### config.mk
export PLATFORM = sky130hd
export DESIGN_NAME = spi_slave_interface
export DESIGN_NICKNAME = d
export VERILOG_FILES = /design/src/rtl/spi_pkg.sv /design/src/rtl/spi_sync_edge.sv /design/src/rtl/spi_slave_interface.sv
export SDC_FILE = /design/constraint.sdc
export NUM_CORES = 1
export LEC_CHECK = 0
export ABC_AREA = 1
export CORE_ASPECT_RATIO = 1.25
export CORE_UTILIZATION = 55
export DETAILED_ROUTE_END_ITERATION = 7
export HOLD_SLACK_MARGIN = 0.02
export PLACE_DENSITY = 0.9
export SYNTH_ARGS = -nofsm -noshare
export SYNTH_HDL_FRONTEND = slang
export SYNTH_HIERARCHICAL = 1
export SYNTH_SLANG_ARGS = --single-unit
### constraint.sdc
create_clock -name clk -period 2.8 [get_ports clk]
set_input_delay 0.28 -clock clk [delete_from_list [all_inputs] [get_ports clk]]
set_output_delay 0.28 -clock clk [all_outputs]
set_load 0.01 [all_outputs]
### src/rtl/spi_pkg.sv
// Shared types and constants for the mode-3 SPI slave endpoint.
package spi_pkg;

  typedef enum logic {IDLE, ACTIVE} spi_slv_state_t;

  localparam int BYTE_W = 8;
  localparam int CNT_W  = $clog2(BYTE_W);

  localparam logic CPOL = 1'b1;
  localparam logic CPHA = 1'b1;

  // Position within the byte of the bit handled at a given bit count.
  function automatic logic [CNT_W-1:0] bit_index(input logic [CNT_W-1:0] cnt,
                                                 input logic msb_first);
    return msb_first ? (CNT_W'(BYTE_W - 1) - cnt) : cnt;
  endfunction

endpackage

### src/rtl/spi_sync_edge.sv
// Synchronizer chain plus history flop with one-cycle rise/fall detect pulses.
module spi_sync_edge #(
  parameter int   SYNC_STAGES = 2,
  parameter logic RESET_VAL   = 1'b1
) (
  input  logic clk,
  input  logic arstn,
  input  logic din,
  output logic sync,
  output logic rise,
  output logic fall
);

  logic [SYNC_STAGES-1:0] chain;
  logic                   hist;

  always_ff @(posedge clk) begin
    if (!arstn) begin
      chain <= {SYNC_STAGES{RESET_VAL}};
      hist  <= RESET_VAL;
    end else begin
      chain <= {chain[SYNC_STAGES-2:0], din};
      hist  <= chain[SYNC_STAGES-1];
    end
  end

  assign sync = chain[SYNC_STAGES-1];
  assign rise = sync & ~hist;
  assign fall = ~sync & hist;

endmodule

### src/rtl/spi_slave_interface.sv
// SPI mode-3 slave: oversampled scl/cs/mosi, byte handshake to local logic.
// Optional flow control and sticky overrun flag under SPI_SLAVE_OVERRUN_EN.
module spi_slave_interface
  import spi_pkg::*;
#(
  parameter int CLK_FREC    = 100000000,
  parameter int SCL_FREC    = 1000000,
  parameter int SYNC_STAGES = 2
) (
  input  logic              clk,
  input  logic              arstn,
  input  logic [BYTE_W-1:0] byte_2_send,
  output logic              tx_req,
  output logic [BYTE_W-1:0] byte_received,
  output logic              new_byte,
  output logic              end_trans,
  output logic              busy,
  input  logic              msb_lsb,
  input  logic              scl,
  input  logic              cs,
  input  logic              mosi,
  output logic              miso,
  output logic              miso_oe
`ifdef SPI_SLAVE_OVERRUN_EN
  ,
  input  logic              rx_ack,
  output logic              overrun
`endif
);

  if (SCL_FREC * 8 > CLK_FREC) begin : g_bad_freq
    $fatal(1, "spi_slave_interface: SCL_FREC*8 exceeds CLK_FREC");
  end
  if (SYNC_STAGES < 2 || SYNC_STAGES > 3) begin : g_bad_sync
    $fatal(1, "spi_slave_interface: SYNC_STAGES must be 2 or 3");
  end

  logic unused_scl_sync;
  logic scl_rise, scl_fall;
  logic cs_sync, cs_rise, cs_fall;
  logic [SYNC_STAGES-1:0] mosi_chain;
  logic mosi_s;

  spi_sync_edge #(.SYNC_STAGES(SYNC_STAGES), .RESET_VAL(CPOL)) u_scl_sync (
    .clk  (clk),
    .arstn(arstn),
    .din  (scl),
    .sync (unused_scl_sync),
    .rise (scl_rise),
    .fall (scl_fall)
  );

  spi_sync_edge #(.SYNC_STAGES(SYNC_STAGES), .RESET_VAL(1'b1)) u_cs_sync (
    .clk  (clk),
    .arstn(arstn),
    .din  (cs),
    .sync (cs_sync),
    .rise (cs_rise),
    .fall (cs_fall)
  );

  always_ff @(posedge clk) begin
    if (!arstn) mosi_chain <= '0;
    else        mosi_chain <= {mosi_chain[SYNC_STAGES-2:0], mosi};
  end
  assign mosi_s = mosi_chain[SYNC_STAGES-1];

  spi_slv_state_t    state_q, state_d;
  logic [CNT_W-1:0]  bit_cnt;
  logic [CNT_W-1:0]  bit_idx;
  logic [BYTE_W-1:0] tx_shift, tx_src;
  logic [BYTE_W-1:0] rx_shift, rx_next;
  logic              new_byte_q;
  logic              cs_fall_evt, cs_rise_evt, scl_fall_evt, scl_rise_evt;
  logic              byte_done;

  // cs rise wins over any scl edge seen in the same cycle.
  always_comb begin
    state_d      = state_q;
    cs_fall_evt  = 1'b0;
    cs_rise_evt  = 1'b0;
    scl_fall_evt = 1'b0;
    scl_rise_evt = 1'b0;
    case (state_q)
      IDLE: begin
        if (cs_fall) begin
          cs_fall_evt = 1'b1;
          state_d     = ACTIVE;
        end
      end
      ACTIVE: begin
        if (cs_rise) begin
          cs_rise_evt = 1'b1;
          state_d     = IDLE;
        end else begin
          scl_fall_evt = scl_fall;
          scl_rise_evt = scl_rise;
        end
      end
      default: state_d = IDLE;
    endcase
  end

  always_comb begin
    bit_idx          = bit_index(bit_cnt, msb_lsb);
    tx_src           = (bit_cnt == '0) ? byte_2_send : tx_shift;
    rx_next          = rx_shift;
    rx_next[bit_idx] = mosi_s;
    byte_done        = scl_rise_evt && (bit_cnt == CNT_W'(BYTE_W - 1));
  end

  // Handshake: tx_req asks for the next byte_2_send, which must stay stable
  // until the following new_byte/end_trans; new_byte qualifies byte_received.
  always_ff @(posedge clk) begin
    if (!arstn) begin
      state_q       <= IDLE;
      bit_cnt       <= '0;
      tx_shift      <= '0;
      rx_shift      <= '0;
      byte_received <= '0;
      new_byte_q    <= 1'b0;
      tx_req        <= 1'b0;
      end_trans     <= 1'b0;
      miso          <= 1'b0;
    end else begin
      state_q    <= state_d;
      tx_req     <= 1'b0;
      new_byte_q <= 1'b0;
      end_trans  <= 1'b0;
      if (cs_fall_evt) begin
        tx_req  <= 1'b1;
        bit_cnt <= '0;
      end
      if (cs_rise_evt) begin
        end_trans <= 1'b1;
        miso      <= 1'b0;
      end
      if (scl_fall_evt) begin
        if (bit_cnt == '0) tx_shift <= byte_2_send;
        miso <= tx_src[bit_idx];
      end
      if (scl_rise_evt) begin
        rx_shift <= rx_next;
        bit_cnt  <= bit_cnt + CNT_W'(1);
      end
      if (byte_done) begin
        byte_received <= rx_next;
        new_byte_q    <= 1'b1;
        tx_req        <= 1'b1;
      end
    end
  end

`ifdef SPI_SLAVE_OVERRUN_EN
  logic rx_valid;

  always_ff @(posedge clk) begin
    if (!arstn) begin
      rx_valid <= 1'b0;
      overrun  <= 1'b0;
    end else begin
      if (byte_done) begin
        rx_valid <= 1'b1;
        if (rx_valid && !rx_ack) overrun <= 1'b1;
      end else if (rx_ack) begin
        rx_valid <= 1'b0;
      end
      if (cs_fall_evt) overrun <= 1'b0;
    end
  end

  assign new_byte = rx_valid;
`else
  assign new_byte = new_byte_q;
`endif

  assign busy    = ~cs_sync;
  assign miso_oe = busy;

endmodule

Word-level counts from Yosys, hierarchy flattened --
Index checks and enable logic that the tools add are counted. W data, S select, Z words.
Word-level totals: register bits after elaboration 40, output and inout bits 14, logic and storage cells 58
Operators by class: add/subtract/negate cells 2, magnitude comparators 2, equality and inequality tests 1, multiplexer cells 25, bitwise logic cells 9, reduce and logical (&&, ||, !) cells 5
Operator list (number):
- $mux W1 | 17
- $mux W3 | 3
- $bwmux W8 | 1
- $mux W8 | 1
- $not A1 Y1 | 5
- $and A1 B1 Y1 | 4
- $lt A3 B4 Y1 const B | 1
- $reduce_bool A2 Y1 | 2
- $add A3 B1 Y3 const B | 1
- $bmux W1 S3 | 1
- $demux W1 S3 | 1
- $eq A3 B3 Y1 const B | 1
- $ge A3 B1 Y1 const B | 1
- $logic_not A3 Y1 | 1
- $sub A3 B3 Y3 const A | 1
- $logic_and A1 B1 Y1 | 2
- $pmux W1 S2 | 1

Logic depth before layout (Yosys ltp) --
Gate-level depths: netlist of the first run.
depth after elaboration 7, depth in mapped cells 10

By module --
The synthesis of the first run kept the hierarchy.
By module, submodules not included:
- spi_slave_interface | times used 1, cells each 219, area each 1601.5 µm², sequential area each 680.7 µm²
- spi_sync_edge | times used 2, cells each 12, area each 93.8 µm², sequential area each 60.1 µm²

Least setup slack after synthesis of the first run --
Ideal clock, no wire load.
kind reg2reg, from register bit_cnt[0], to register miso, library setup time 0.132 ns, data arrival time 1.305 ns, data required time 2.668 ns, slack 1.363 ns, stages on the path, launching flop included 11, clock period less this slack 1.437 ns, cell sequence dfxtp_1 inv_1 ha_1 nand2_2 inv_1 nand2_1 nand3_1 nand3_1 nand3_1 nand3_1 a21oi_1
Between the ends: cells in the longest elaborated chain, start to end 5
Ends and longest elaborated chain:
- start: declaration | RTL line spi_slave_interface.sv:69 | logic [CNT_W-1:0] bit_cnt;
- start signal: assignment | RTL line spi_slave_interface.sv:144 | bit_cnt <= bit_cnt + CNT_W'(1);
- $sub A3 B3 Y3 or $logic_not A3 Y1 (tied branches) | RTL line spi_pkg.sv:15, spi_slave_interface.sv:106
- $mux W3 or $mux W8 (tied branches)
- $bmux W1 S3 * | RTL line spi_slave_interface.sv:140 | miso <= tx_src[bit_idx];
- $mux W1 (not written as such) * | RTL line spi_slave_interface.sv:140
- $mux W1 * | RTL line spi_slave_interface.sv:138 | if (scl_fall_evt) begin
- end signal: assignment | RTL line spi_slave_interface.sv:140
- end: declaration | RTL line spi_slave_interface.sv:22 | output logic miso,
Every way passes the cells marked *; elsewhere a longest branch is shown, timed or not. The select of a mux whose other input is x is not followed. A chain may end at the register's enable or synchronous reset.

Worst setup path after layout of the first run --
from register u_cs_sync.chain[1], to register byte_received[7]
Between the ends: cells in the longest elaborated chain, start to end 4
Ends and longest elaborated chain:
- start: declaration | RTL line spi_sync_edge.sv:14 | logic [SYNC_STAGES-1:0] chain;
- start signal: assignment | RTL line spi_sync_edge.sv:19 | chain <= {SYNC_STAGES{RESET_VAL}};
- start signal: assignment | RTL line spi_sync_edge.sv:22 | chain <= {chain[SYNC_STAGES-2:0], din};
- $and A1 B1 Y1 | RTL line spi_sync_edge.sv:28 | assign rise = sync & ~hist;
- via cs_rise | RTL line spi_slave_interface.sv:40 | logic cs_sync, cs_rise, cs_fall;
- $mux W1 | RTL line spi_slave_interface.sv:92 | if (cs_rise) begin
- $mux W1 | RTL line spi_slave_interface.sv:84 | case (state_q)
- $logic_and A1 B1 Y1 | RTL line spi_slave_interface.sv:109 | byte_done = scl_rise_evt && (bit_cnt == CNT_W'(BYTE_W - 1));
- end signal: assignment | RTL line spi_slave_interface.sv:147 | byte_received <= rx_next;
- end: declaration | RTL line spi_slave_interface.sv:14 | output logic [BYTE_W-1:0] byte_received,
The timed path passes the listed nets, and every way through them passes these cells.

==> flow_summary.yaml, run 1 <==
outcome:
  status: "finished, final reports clean"
clocking:
  clock_latency_ps: 370
  cts_max_level: 2
  cts_hold_buf: 0
  cts_tree: "done"
  post_cts_buffers: 0
  cts_buffer_depth: 2
  clock-sinks: 40
  numCtsBuffers: 5
  clkTransAtPathRegs_ps: 130
  cts_resized: 0
  clockRootBuffer: "clkbuf_4"
setup_path:
  path_max_fanout: 17
  crit_type: "flip-flop to flip-flop"
  r2r_slack_ps: 920
  arrival_ps: 2160
  critPathLaunchType: "flip-flop"
  cp.required_ps: 3080
  end_kind: "flip-flop"
  startpoint: "u_cs_sync/chain[1]"
  r2r_start: "u_cs_sync/chain[1]"
  r2r_cells: 10
  worstReg2RegEnd: "byte_received[7]"
  critPathCapture: "byte_received[7]"
drt:
  drt_iter0_markers: 53
  viasPerCell: 5.31
  dr.pass1.iters: 4
  drcViolationCount: 0
  wirelength_mm: 3.55
  wl_per_cell_um: 11.5
  route.vias.total: 1635
  drtAntennaViolNets: 0
sta:
  tightest_slew_ps: 532
  setup_viol: 0
  setup_ws_ps: 923
  fmax_mhz: 533
  holdWs_ps: 419
  maxSlewViolCount: 0
  fin_skew_ps: 14.8
  layout_worst_path_cycle_share_pct: 67.1
  grt_setup_unrepaired: "no"
  finalHoldViolCount: 0
  relSlewSlack_pct: 64.5
  finalSetupTns_ps: 0
  fin_crit_ps: 1880
yosys:
  yosys_register_bits: 40
  ys_warn_count: 6
  synth.avg_cell_area_um2: 7.36
  synth_cell_type_count: 20
  synth-edff-count: 0
  syn_area_um2: 1790
  synthArstFlopShare_pct: 0
  synth_cells: 243
  postSynthNetCount: 260
  synthFlopType: "dfxtp_1"
  ys_seq_area_share_pct: 44.8
die:
  die_h_um: 65.8
  dieArea_um2: 3490
  fp-row-count: 22
  chipWidth_um: 53.0
  coreArea_um2: 3030
  io_pins: 28
  start_util_pct: 59.1
grt:
  overflow: 0
  antenna_found_initial: 0
  grt_usage_pct: 23.1
  grt_max_degree: 29
  grt_pass1_wl_mm: 5.83
  first_global_vias: 1432
power:
  power.total_mw: 1.05
  powerDensity_nw_per_um2: 484
  max-vdd-ir-drop_uv: 407
  leakage_nw: 1.03
layout:
  multi_input_area_um2: 777
  drive_gt1_share_pct: 6.62
  syn_to_final_growth_pct: 20.7
  final_cell_mix: "44 x inv_1, 43 x nand2_1, 40 x dfxtp_1"
  fillers: 260
  seq_area_um2: 801
  fin_nets: 288
  diodes: 0
  layout.cells.most_common: "inv_1"
placement:
  finalWeightedCongestion: 0.828
  dp_hpwl_mm: 2.49
  numPortBuffers: 27
  place_ws_ps: 865
hold_path:
  hold_path.class: "input pin to flip-flop"
flow_run:
  max_cap_violations: 0
-- Yosys cell counts (2+ instances only) --
cell,instances,area [um2]
o21ai_0,22,110
inv_1,44,165
clkbuf_1,4,15.0
a31oi_1,8,50.1
xnor2_2,2,32.5
clkinv_2,2,10.0
o21ai_1,11,55.1
o21bai_1,9,67.6
ha_1,3,37.5
nand2_2,2,12.5
dfxtp_1,40,801
nand3_1,28,140
nor2_1,6,22.5
buf_2,2,10.0
a21oi_1,13,65.1
nand2_1,43,161
-- registers in the layout, summed over array words and instances (netlist names), 2 cells and up --
signal	count
rx_shift	8
tx_shift	8
bit_cnt	3
u_cs_sync/chain	2
u_scl_sync/chain	2
byte_received	8
mosi_chain	2
-- cell type report --
type | count | area share (%)
Clock buffer | 5 | 1.74
Timing Repair Buffer | 28 | 12.9
Multi-Input combinational cell | 149 | 36.0
Tap cell | 36 | 2.09
Inverter | 47 | 8.29
Sequential cell | 40 | 37.1
Clock inverter | 3 | 1.97
-- how the worst min path moves through the flow --
stage	to	slack, ps	cells after the start	startpoint
2_1_floorplan	u_cs_sync/chain[0]	350	1	arstn
3_3_place_gp	mosi_chain[1]	390	2	mosi_chain[0]
3_5_place_dp	u_cs_sync/chain[1]	400	2	u_cs_sync/chain[0]
4_1_cts	u_cs_sync/chain[0]	420	3	cs
5_1_grt	u_cs_sync/chain[0]	420	3	cs
6_report	u_cs_sync/chain[0]	420	3	cs
-- power breakdown --
group / switching [mW] / internal (mW)
combinational: 0.0458 / 0.0365
clock: 0.196 / 0.186
sequential: 0.00373 / 0.578
total: 0.245 / 0.800
-- routing by layer --
metal | GRT usage, % | vias up | routed length (um)
met3 | 5.06 | 9 | 165
met5 | 0 | - | 0
li1 | - | 841 | -
met1 | 27.0 | 745 | 1530
met4 | 14.8 | 0 | 83
met2 | 37.2 | 40 | 1780
-- worst max-delay path, cell delays in order, from the launching register on --
cell and delay [ps]:
dfxtp_1 370, inv_1 60, nor2_1 200, nor2_4 80, nand2_4 130, inv_2 120
nand2_1 420, nor2_1 100, a21oi_1 140, o21bai_1 120, inv_1 50
-- cells by family after synthesis --
| logic type | share of synthesized area (%) |
|---|---|
| and+or+nand+nor | 20.1 |
| DFF | 44.8 |
| buffers and inverters | 11.8 |
| AOI/OAI and AO/OA | 19.4 |
| xor gates and xnor gates | 1.82 |
| adders and majority gates | 2.10 |
-- per-stage QoR --
step | util [%] | cells | area [um2]
2_1_floorplan | - | 243 | 1790
5_1_grt | 71.3 | 308 | 2160
4_1_cts | 71.3 | 308 | 2160
6_report | 71.3 | 308 | 2160
3_3_place_gp | 68.7 | 300 | 2080
3_5_place_dp | 68.7 | 300 | 2080
Power figures use the tool's default switching activity.
==> run 2, diff against run 1 <==
- CORE_UTILIZATION: 55 -> 52
- PLACE_DENSITY: 0.9 -> 0.87
- clock period: 2.8 -> 1.8 ns (I/O delays scaled with it)
==> run 2 against run 1 <==
Final area grew 5.2%; sequential share of layout area shrank 1.8 points; global-route usage grew 1.0 points; critical path type unchanged.
==> flow_summary.yaml, run 2 (synthesized netlist as in run 1, its figures left out) <==
sta:
  grt_setup_unrepaired: "no"
  fin_skew_ps: 5.77
  finalHoldViolCount: 0
  fmax_mhz: 631
  maxSlewViolCount: 0
  relSlewSlack_pct: 68.8
  layout_worst_path_cycle_share_pct: 88.0
  setup_viol: 0
  holdWs_ps: 406
  fin_crit_ps: 1580
  tightest_slew_ps: 467
setup_path:
  crit_type: "flip-flop to flip-flop"
  r2r_slack_ps: 220
  end_kind: "flip-flop"
  r2r_cells: 10
  arrival_ps: 1780
  cp.required_ps: 2000
  critPathLaunchType: "flip-flop"
  path_max_fanout: 10
die:
  coreArea_um2: 3250
  die_h_um: 67.6
  chipWidth_um: 54.5
  start_util_pct: 55.0
  fp-row-count: 23
  io_pins: 28
  dieArea_um2: 3680
clocking:
  clkTransAtPathRegs_ps: 80
  post_cts_buffers: 0
  cts_resized: 0
  clock-sinks: 40
  numCtsBuffers: 5
  cts_hold_buf: 0
  cts_max_level: 2
  cts_tree: "done"
  clock_latency_ps: 300
  clockRootBuffer: "clkbuf_8"
  cts_buffer_depth: 2
outcome:
  status: "finished, final reports clean"
placement:
  numPortBuffers: 27
  post_dp_cell_area_um2: 2110
  dpl.cell_count: 305
  finalWeightedCongestion: 0.817
  dp_hpwl_mm: 2.58
drt:
  viasPerCell: 5.24
  drcViolationCount: 0
  wl_per_cell_um: 12.1
  wirelength_mm: 3.77
  drt_iter0_markers: 67
  drtAntennaViolNets: 0
  dr.pass1.iters: 4
  route.vias.total: 1640
grt:
  antenna_found_initial: 0
  grt_max_degree: 28
  grt_pass1_wl_mm: 6.30
  grt_usage_pct: 24.1
  first_global_vias: 1500
  overflow: 0
layout:
  drive_gt1_share_pct: 8.33
  fin_nets: 292
  syn_to_final_growth_pct: 26.9
  reg_top3: "byte_received (8), rx_shift (8), tx_shift (8)"
  fin_cells: 313
  layout.cells.most_common: "inv_1"
  fin_area_um2: 2270
  diodes: 0
  final_cell_mix: "44 x inv_1, 43 x nand2_1, 39 x dfxtp_1"
power:
  powerDensity_nw_per_um2: 900
  max-vdd-ir-drop_uv: 726
  leakage_nw: 1.09
flow_run:
  max_cap_violations: 0
hold_path:
  worstHoldPathCells: 3
  hold_path.class: "input pin to flip-flop"
run 2: cell count changes in the layout (fill, tap and decap cells not counted), moves of 2 or more:
cell,previous run,this run
clkbuf_4,5,0
buf_4,1,5
clkbuf_8,0,5
bufinv_16,1,3
run 2: area by class of cell:
class                      count  area [um2]
clock buffer                   5        68.8
clock inverter                 3        90.1
fill                         274         981
inverter                      47         179
multi-input combinational    149         777
sequential                    40         802
tap                           37        46.3
timing repair buffer          32         308
run 2: critical path, stage by stage, from the launching register on:
cell and delay, ps:
dfxtp_1 350, inv_1 60, nor2_1 200, nor2_4 80, nand2_4 130, inv_2 50
nand2_1 190, buf_4 210, a21oi_1 70, o21ai_1 100, inv_1 40
run 2: stage by stage:
| step | utilization, % | setup slack [ps] | power (mW) | setup TNS, ps |
|---|---|---|---|---|
| after floorplan | - | 363 | 0.996 | 0 |
| after global placement | 64.9 | 41.9 | 1.05 | 0 |
| after detailed placement | 64.9 | -53.9 | 1.05 | -83.0 |
| after CTS | 69.8 | 190 | 2.06 | 0 |
| after global routing | 69.8 | 38.0 | 2.11 | 0 |
| final | 69.8 | 216 | 2.04 | 0 |
run 2: layer usage:
layer | vias up | global-route usage [%] | wire length, um
met4 | 0 | 12.2 | 68
met2 | 48 | 40.1 | 1920
li1 | 848 | - | -
met3 | 8 | 6.98 | 151
met5 | - | 0 | 0
met1 | 736 | 27.3 | 1640
run 2: power breakdown:
group | switching (mW) | internal, mW
clock network | 0.317 | 0.693
registers | 0.00532 | 0.898
logic | 0.0733 | 0.0571
run 2: final timing paths:
path,startpoint,endpoint
max,u_cs_sync/chain[1],byte_received[6]
min,scl,u_scl_sync/chain[0]
max reg2reg,u_cs_sync/chain[1],byte_received[6]
min reg2reg,u_cs_sync/chain[0],u_cs_sync/chain[1]
==> run 3, diff against run 2 <==
- SKIP_CTS_REPAIR_TIMING: default -> 1
==> results of run 3 <==
Same layout as run 2: the final DEF is identical, and so are final timing and power.
